## config.mk

```make
export PLATFORM = sky130hd
export DESIGN_NAME = clk_en_chain_flat
export DESIGN_NICKNAME = d
export VERILOG_FILES = /design/src/rtl/clk_en_pkg.sv /design/src/rtl/clk_en_chain_if.sv /design/src/rtl/clk_en_stage.sv /design/src/rtl/clk_en_chain.sv /design/src/flat_wrapper.sv
export SDC_FILE = /design/constraint.sdc
export NUM_CORES = 1
export LEC_CHECK = 0
export BUFFER_PORTS_ARGS = -buffer_cell sky130_fd_sc_hd__buf_2
export CAP_MARGIN = 10
export CORE_MARGIN = 2
export CORE_UTILIZATION = 61
export CTS_CLUSTER_SIZE = 20
export DETAILED_ROUTE_END_ITERATION = 16
export GPL_TIMING_DRIVEN = 0
export PLACE_DENSITY = 0.8
export SLEW_MARGIN = 5
export SYNTH_ARGS = -nofsm -noshare
export SYNTH_HDL_FRONTEND = slang
export SYNTH_SLANG_ARGS = --single-unit
```

## constraint.sdc

```tcl
create_clock -name i_clk -period 4 [get_ports i_clk]
set_input_delay 0.4 -clock i_clk [delete_from_list [all_inputs] [get_ports i_clk]]
set_output_delay 0.4 -clock i_clk [all_outputs]
set_load 0.1 [all_outputs]
```

## src/rtl/clk_en_pkg.sv

```systemverilog
// Shared constants and helpers for the clock-enable chain.
package clk_en_pkg;

  localparam int unsigned CLK_HZ_SYS        = 100_000_000;
  localparam int unsigned DIV_1KHZ          = 100000;
  localparam int unsigned DIV_1HZ_FROM_1KHZ = 1000;

  function automatic int unsigned clog2(input int unsigned v);
    int unsigned r;
    r = 0;
    while ((r < 32) && ((64'd1 << r) < 64'(v))) begin
      r++;
    end
    return r;
  endfunction

endpackage

```

## src/rtl/clk_en_chain_if.sv

```systemverilog
// Control/status bundle of the clock-enable chain.
interface clk_en_chain_if #(
  parameter int unsigned STAGES = 2,
  parameter int unsigned CNT_W  = 17
);

  logic              i_ce;
  logic              i_sync;
  logic              i_load;
  logic [CNT_W-1:0]  i_div;
  logic [STAGES-1:0] o_tick;
  logic [STAGES-1:0] o_sq;
  logic              o_load_err;

  modport master (
    output i_ce, i_sync, i_load, i_div,
    input  o_tick, o_sq, o_load_err
  );

  modport slave (
    input  i_ce, i_sync, i_load, i_div,
    output o_tick, o_sq, o_load_err
  );

endinterface

```

## src/rtl/clk_en_stage.sv

```systemverilog
// One divider stage: modulo counter with registered tick and 50 % square output.
module clk_en_stage #(
  parameter int unsigned CNT_W = 17
) (
  input  logic             clk_i,
  input  logic             rst_i,
  input  logic             sync_i,
  input  logic             inc_i,
  input  logic [CNT_W-1:0] div_i,
  output logic             wrap_o,
  output logic             tick_o,
  output logic             sq_o
);

  logic [CNT_W-1:0] cnt_q, cnt_d;
  logic             tick_q, tick_d;
  logic             sq_q, sq_d;
  logic             half;

  always_comb begin
    wrap_o = inc_i && (cnt_q == div_i - CNT_W'(1));
    half   = inc_i && (cnt_q == (div_i >> 1) - CNT_W'(1));
    cnt_d  = cnt_q;
    tick_d = wrap_o;
    sq_d   = sq_q;
    if (inc_i) begin
      cnt_d = wrap_o ? '0 : cnt_q + CNT_W'(1);
    end
    if (half || wrap_o) begin
      sq_d = ~sq_q;
    end
    if (sync_i) begin
      cnt_d  = '0;
      tick_d = 1'b0;
      sq_d   = 1'b0;
    end
  end

  always_ff @(posedge clk_i) begin
    if (rst_i) begin
      cnt_q  <= '0;
      tick_q <= 1'b0;
      sq_q   <= 1'b0;
    end else begin
      cnt_q  <= cnt_d;
      tick_q <= tick_d;
      sq_q   <= sq_d;
    end
  end

  assign tick_o = tick_q;
  assign sq_o   = sq_q;

endmodule

```

## src/rtl/clk_en_chain.sv

```systemverilog
// Cascaded clock-enable generator with runtime reload of the stage-0 divisor.
module clk_en_chain
  import clk_en_pkg::*;
#(
  parameter int unsigned STAGES = 2,
  parameter int unsigned DIV0   = DIV_1KHZ,
  parameter int unsigned DIVN   = DIV_1HZ_FROM_1KHZ,
  parameter int unsigned CNT_W  = 17
) (
  input logic           i_clk,
  input logic           i_rst,
  clk_en_chain_if.slave bus
);

  localparam int unsigned DivMax = (DIV0 > DIVN) ? DIV0 : DIVN;

  if (STAGES < 1) begin : g_bad_stages
    $fatal(1, "clk_en_chain: STAGES must be >= 1");
  end
  if ((DIV0 < 2) || (DIV0 % 2 != 0)) begin : g_bad_div0
    $fatal(1, "clk_en_chain: DIV0 must be even and >= 2");
  end
  if ((DIVN < 2) || (DIVN % 2 != 0)) begin : g_bad_divn
    $fatal(1, "clk_en_chain: DIVN must be even and >= 2");
  end
  if ((CNT_W < 2) || (CNT_W < clog2(DivMax))) begin : g_bad_cnt_w
    $fatal(1, "clk_en_chain: CNT_W too narrow for the divisors");
  end

  logic [CNT_W-1:0] d0_q, d0_d;
  logic [CNT_W-1:0] pend_q, pend_d;
  logic             pend_vld_q, pend_vld_d;
  logic             err_q, err_d;
  logic             div_ok;
  logic             wrap0;

  // Even and non-zero implies >= 2.
  assign div_ok = ~bus.i_div[0] & (|bus.i_div[CNT_W-1:1]);

  for (genvar k = 0; k < STAGES; k++) begin : g_stage
    logic             inc;
    logic             wrap;
    logic             tick;
    logic             sq;
    logic [CNT_W-1:0] div;

    if (k == 0) begin : g_first
      assign inc = bus.i_ce;
      assign div = d0_q;
    end else begin : g_next
      assign inc = g_stage[k-1].wrap;
      assign div = CNT_W'(DIVN);
    end

    clk_en_stage #(
      .CNT_W (CNT_W)
    ) u_stage (
      .clk_i  (i_clk),
      .rst_i  (i_rst),
      .sync_i (bus.i_sync),
      .inc_i  (inc),
      .div_i  (div),
      .wrap_o (wrap),
      .tick_o (tick),
      .sq_o   (sq)
    );

    assign bus.o_tick[k] = tick;
    assign bus.o_sq[k]   = sq;
  end

  assign wrap0 = g_stage[0].wrap;

  // A wrap consumes the old pending value before a coincident load refills it.
  always_comb begin
    d0_d       = d0_q;
    pend_d     = pend_q;
    pend_vld_d = pend_vld_q;
    err_d      = bus.i_load & ~div_ok;
    if (wrap0 && !bus.i_sync && pend_vld_q) begin
      d0_d       = pend_q;
      pend_vld_d = 1'b0;
    end
    if (bus.i_load && div_ok) begin
      pend_d     = bus.i_div;
      pend_vld_d = 1'b1;
    end
  end

  always_ff @(posedge i_clk) begin
    if (i_rst) begin
      d0_q       <= CNT_W'(DIV0);
      pend_q     <= '0;
      pend_vld_q <= 1'b0;
      err_q      <= 1'b0;
    end else begin
      d0_q       <= d0_d;
      pend_q     <= pend_d;
      pend_vld_q <= pend_vld_d;
      err_q      <= err_d;
    end
  end

  assign bus.o_load_err = err_q;

endmodule

```

## src/flat_wrapper.sv

```systemverilog
// flat-port wrapper written by rule: the top's interface ports become plain ports
module clk_en_chain_flat import clk_en_pkg::*;
#(
  parameter int unsigned STAGES = 2,
  parameter int unsigned DIV0   = DIV_1KHZ,
  parameter int unsigned DIVN   = DIV_1HZ_FROM_1KHZ,
  parameter int unsigned CNT_W  = 17
)
  (i_clk, i_rst, bus_i_ce, bus_i_sync, bus_i_load, bus_i_div, bus_o_tick, bus_o_sq, bus_o_load_err);
  clk_en_chain_if #(.STAGES(STAGES), .CNT_W(CNT_W)) bus_i ();
  input logic i_clk;
  input logic i_rst;
  input wire logic [$bits(bus_i.i_ce)-1:0] bus_i_ce;
  input wire logic [$bits(bus_i.i_sync)-1:0] bus_i_sync;
  input wire logic [$bits(bus_i.i_load)-1:0] bus_i_load;
  input wire logic [$bits(bus_i.i_div)-1:0] bus_i_div;
  output wire logic [$bits(bus_i.o_tick)-1:0] bus_o_tick;
  output wire logic [$bits(bus_i.o_sq)-1:0] bus_o_sq;
  output wire logic [$bits(bus_i.o_load_err)-1:0] bus_o_load_err;
  assign bus_i.i_ce = bus_i_ce;
  assign bus_i.i_sync = bus_i_sync;
  assign bus_i.i_load = bus_i_load;
  assign bus_i.i_div = bus_i_div;
  assign bus_o_tick = bus_i.o_tick;
  assign bus_o_sq = bus_i.o_sq;
  assign bus_o_load_err = bus_i.o_load_err;
  clk_en_chain #(.STAGES(STAGES), .DIV0(DIV0), .DIVN(DIVN), .CNT_W(CNT_W)) u_core (.i_clk(i_clk), .i_rst(i_rst), .bus(bus_i));
endmodule
```

==> results.ini <==
[clocking]
htreeDepth = 3
clock_sink_count = 74
postCtsSetupBuffers = 0
path_clk_slew_ns = 0.09
root_buffer = clkbuf_8
clk_path_buf_depth = 2
clk_latency_ns = 0.35
cts_buffers = 9
cts_tree = done

[hold_path]
holdPathEnd = u_core.pend_q[0]$_SDFFE_PP0P_
worstHoldPathCells = 2
hold_start = bus_i_load
hold_class = input pin to register

[yosys]
synth-seq-cells = 74
yosysSeqAreaShare = 0.338
synth_cells = 528
syn_avg_cell_area_um2 = 8.29
syn_nets = 554
synth-edff-count = 0
synth-main-ff-cell = dfxtp_1
ys.warnings.count = 0
syn_area_mm2 = 0.00438
yosysUniqueCellTypes = 61
synthArstFlopShare = 0

[cells_and_area]
finalInstanceArea_mm2 = 0.00483
area_growth_pct = 10.3
n_antenna_cell = 0
post_route_cells_drive_above_1_share = 0.120
fin_nets = 590

[timing]
slew_headroom = 0.516
fin_setup_tns_ns = 0
finClkSkew_ns = 0.0127
worst_pin_slew_ns = 0.725
setup_viol = 0
finalCriticalPeriod_ns = 3.70
timing.final.max_slew_violations = 0
fin_crit_sh = 0.926
hold_ws_ns = 0.277
fmax_mhz = 270
grt_setup_unrepaired = false
hold_violations = 0

[global_routing]
grt_max_degree = 15
grt_pass1_vias = 3721
grt_use_met3 = 0.0392
grt_use_total = 0.286
busiest_layer = met2
use_met1 = 0.365
grt_pass1_wl_mm = 17.5
grt_overflow = 0
use_met2 = 0.491
antenna_found_initial = 0

[pwr]
power_leakage_uw = 0.00197
peakVddDrop_v = 0.000237
pwr_density_cell_mw_per_mm2 = 294

[placed_design]
portBuffers = 25
dp_hpwl_mm = 7.86
place_area_mm2 = 0.00462
gp_congestion = 0.916

[job]
drv_cap = 0

[setup_path]
r2r_end = u_core.g_stage[1].u_stage.cnt_q[1]$_SDFFE_PP0N_
cp_max_fo = 10
reg2reg_depth = 12
rrSetupSlack_ns = 0.30
worstPathArrival_ns = 3.98
criticalPathCategory = register to register
worstSetupEndpointType = register
rr_startpoint = u_core.d0_q[1]$_SDFFE_PP0P_
cp.required_ns = 4.28
worstSetupStartpointType = register

[detailed_routing]
drtIter0Drc = 199
routed_wl_mm = 10.6
wl_per_cell_um = 16.0
dr_total_vias = 3955
viasPerCell = 5.95
post-route-drc-count = 0
final_antenna_net_count = 0
dr.pass1.iters = 5

[floorplanning]
die_w_um = 88.7
ioPinCount = 27
die-area_mm2 = 0.00787
start_util = 0.637
num_rows = 30
die_h_um = 88.7
core-area_mm2 = 0.00687

[outcome]
status = finished, final reports clean

-- synthesized netlist by cell type (3+ instances only) --
master	number	area, um2
a21oi_1	19	95.1
a311oi_1	9	78.8
a32o_1	4	40.0
a41oi_1	3	26.3
and3_1	6	37.5
and4_1	4	35.0
buf_1	4	15.0
buf_2	8	40.0
buf_4	6	45.0
clkbuf_1	25	93.8
dfxtp_1	74	1480
ha_1	4	50.1
inv_1	10	37.5
mux2i_1	35	350
nand2_1	33	124
nand2b_1	30	188
nand3_1	18	90.1
nand3b_1	4	30.0
nand4_1	14	87.6
nor2_1	65	244
nor3_1	14	70.1
nor3b_1	4	30.0
nor4_1	16	100
o211ai_1	3	22.5
o21ai_0	8	40.0
o31a_1	3	26.3
or3_1	4	25.0
or4_1	5	37.5
xnor2_1	31	272
xor2_1	23	201
-- kinds of logic (layout without fill, tap and decap cells) --
group                    Yosys count  in the layout  share of synthesized area
AO/OA/AOI/OAI                     68             68                      0.110
adder cells (fa/ha/maj)            4              4                     0.0114
multiplexers                      35             35                     0.0800
AND/OR/NAND/NOR                  239            239                      0.297
flip-flops                        74             74                      0.338
XOR/XNOR                          54             54                      0.108
buffers and inverters             54             95                     0.0554
-- sequential cells by signal (all words and copies together) (netlist names) --
register                       cells
u_core.g_stage.u_stage.sq_o        2
u_core.pend_vld_q                  1
u_core.d0_q                       17
u_core.bus.o_load_err              1
u_core.pend_q                     17
u_core.g_stage.u_stage.tick_o      2
u_core.g_stage.u_stage.cnt_q      34
-- where the power goes --
group          switching, uW  internal, uW  total, uW
Combinational           41.3          28.2       69.5
Clock                    306           292        598
Sequential              6.02           745        751
-- layer usage --
layer	part of all wire	routed length, um
met4	0.018	192
met1	0.45	4780
met5	0	0
met3	0.050	526
met2	0.48	5110
-- worst max-delay path by stage --
stage | endpoint | startpoint | cells past startpoint | slack (ns)
after global placement | u_core.g_stage[0].u_stage.cnt_q[15]$_SDFFE_PP0P_ | u_core.d0_q[2]$_SDFFE_PP0P_ | 11 | 0.07
after global routing | u_core.g_stage[1].u_stage.cnt_q[1]$_SDFFE_PP0N_ | u_core.d0_q[1]$_SDFFE_PP0P_ | 12 | 0.06
after floorplan | u_core.d0_q[10]$_SDFFE_PP1P_ | u_core.d0_q[2]$_SDFFE_PP0P_ | 12 | 1.01
after detailed placement | u_core.g_stage[0].u_stage.cnt_q[12]$_SDFFE_PP0P_ | u_core.d0_q[2]$_SDFFE_PP0P_ | 11 | 0.06
after CTS | u_core.g_stage[1].u_stage.cnt_q[1]$_SDFFE_PP0N_ | u_core.d0_q[2]$_SDFFE_PP0P_ | 12 | 0.04
final | u_core.g_stage[1].u_stage.cnt_q[1]$_SDFFE_PP0N_ | u_core.d0_q[1]$_SDFFE_PP0P_ | 12 | 0.30
-- cell type report --
| cell class | instances | area, um2 |
|---|---|---|
| buffer | 44 | 205 |
| clock buffer | 9 | 124 |
| clock inverter | 7 | 76.3 |
| fill | 604 | 2040 |
| inverter | 10 | 37.5 |
| multi-input combinational | 400 | 2660 |
| sequential | 74 | 1480 |
| tap | 96 | 120 |
| timing repair buffer | 25 | 125 |
-- critical path: stages, from the launching register on --
cell,delay (ns)
dfxtp_1,0.39
inv_1,0.11
ha_1,0.23
or3b_1,0.36
clkbuf_1,0.25
or2_1,0.35
a2111oi_0,0.50
o311ai_1,0.28
nor4_4,0.40
buf_4,0.27
buf_2,0.25
nand3_1,0.11
a21oi_1,0.15
-- metrics by stage --
stage                     setup WS [ns]  utilization  power [uW]  instances
after CTS                        0.0352        0.702        1430        665
final                             0.296        0.703        1420        665
after floorplan                    1.01            -         811        528
after global routing             0.0571        0.703        1470        665
after global placement           0.0717        0.673         835        649
after detailed placement         0.0568        0.673         838        649
-- cells in the final DEF (no fill, tap or decap), drive strengths merged, types with 8 or more instances in the layout --
| cell type | n |
|---|---|
| dfxtp | 74 |
| nand4 | 14 |
| clkbuf | 34 |
| nor2 | 65 |
| buf | 44 |
| xor2 | 23 |
| nand2 | 33 |
| nor3 | 14 |
| mux2i | 35 |
| nand2b | 30 |
| nand3 | 18 |
| xnor2 | 31 |
| a311oi | 9 |
| a21oi | 19 |
| inv | 12 |
| nor4 | 19 |
| o21ai | 8 |
-- repair_timing --
| action | in CTS | in global routing |
|---|---|---|
| setup endpoints to repair | 0 | 55 |
| resized for setup | 0 | 1 |
| hold buffers | 0 | 0 |
(Power assumes the default switching activity.)
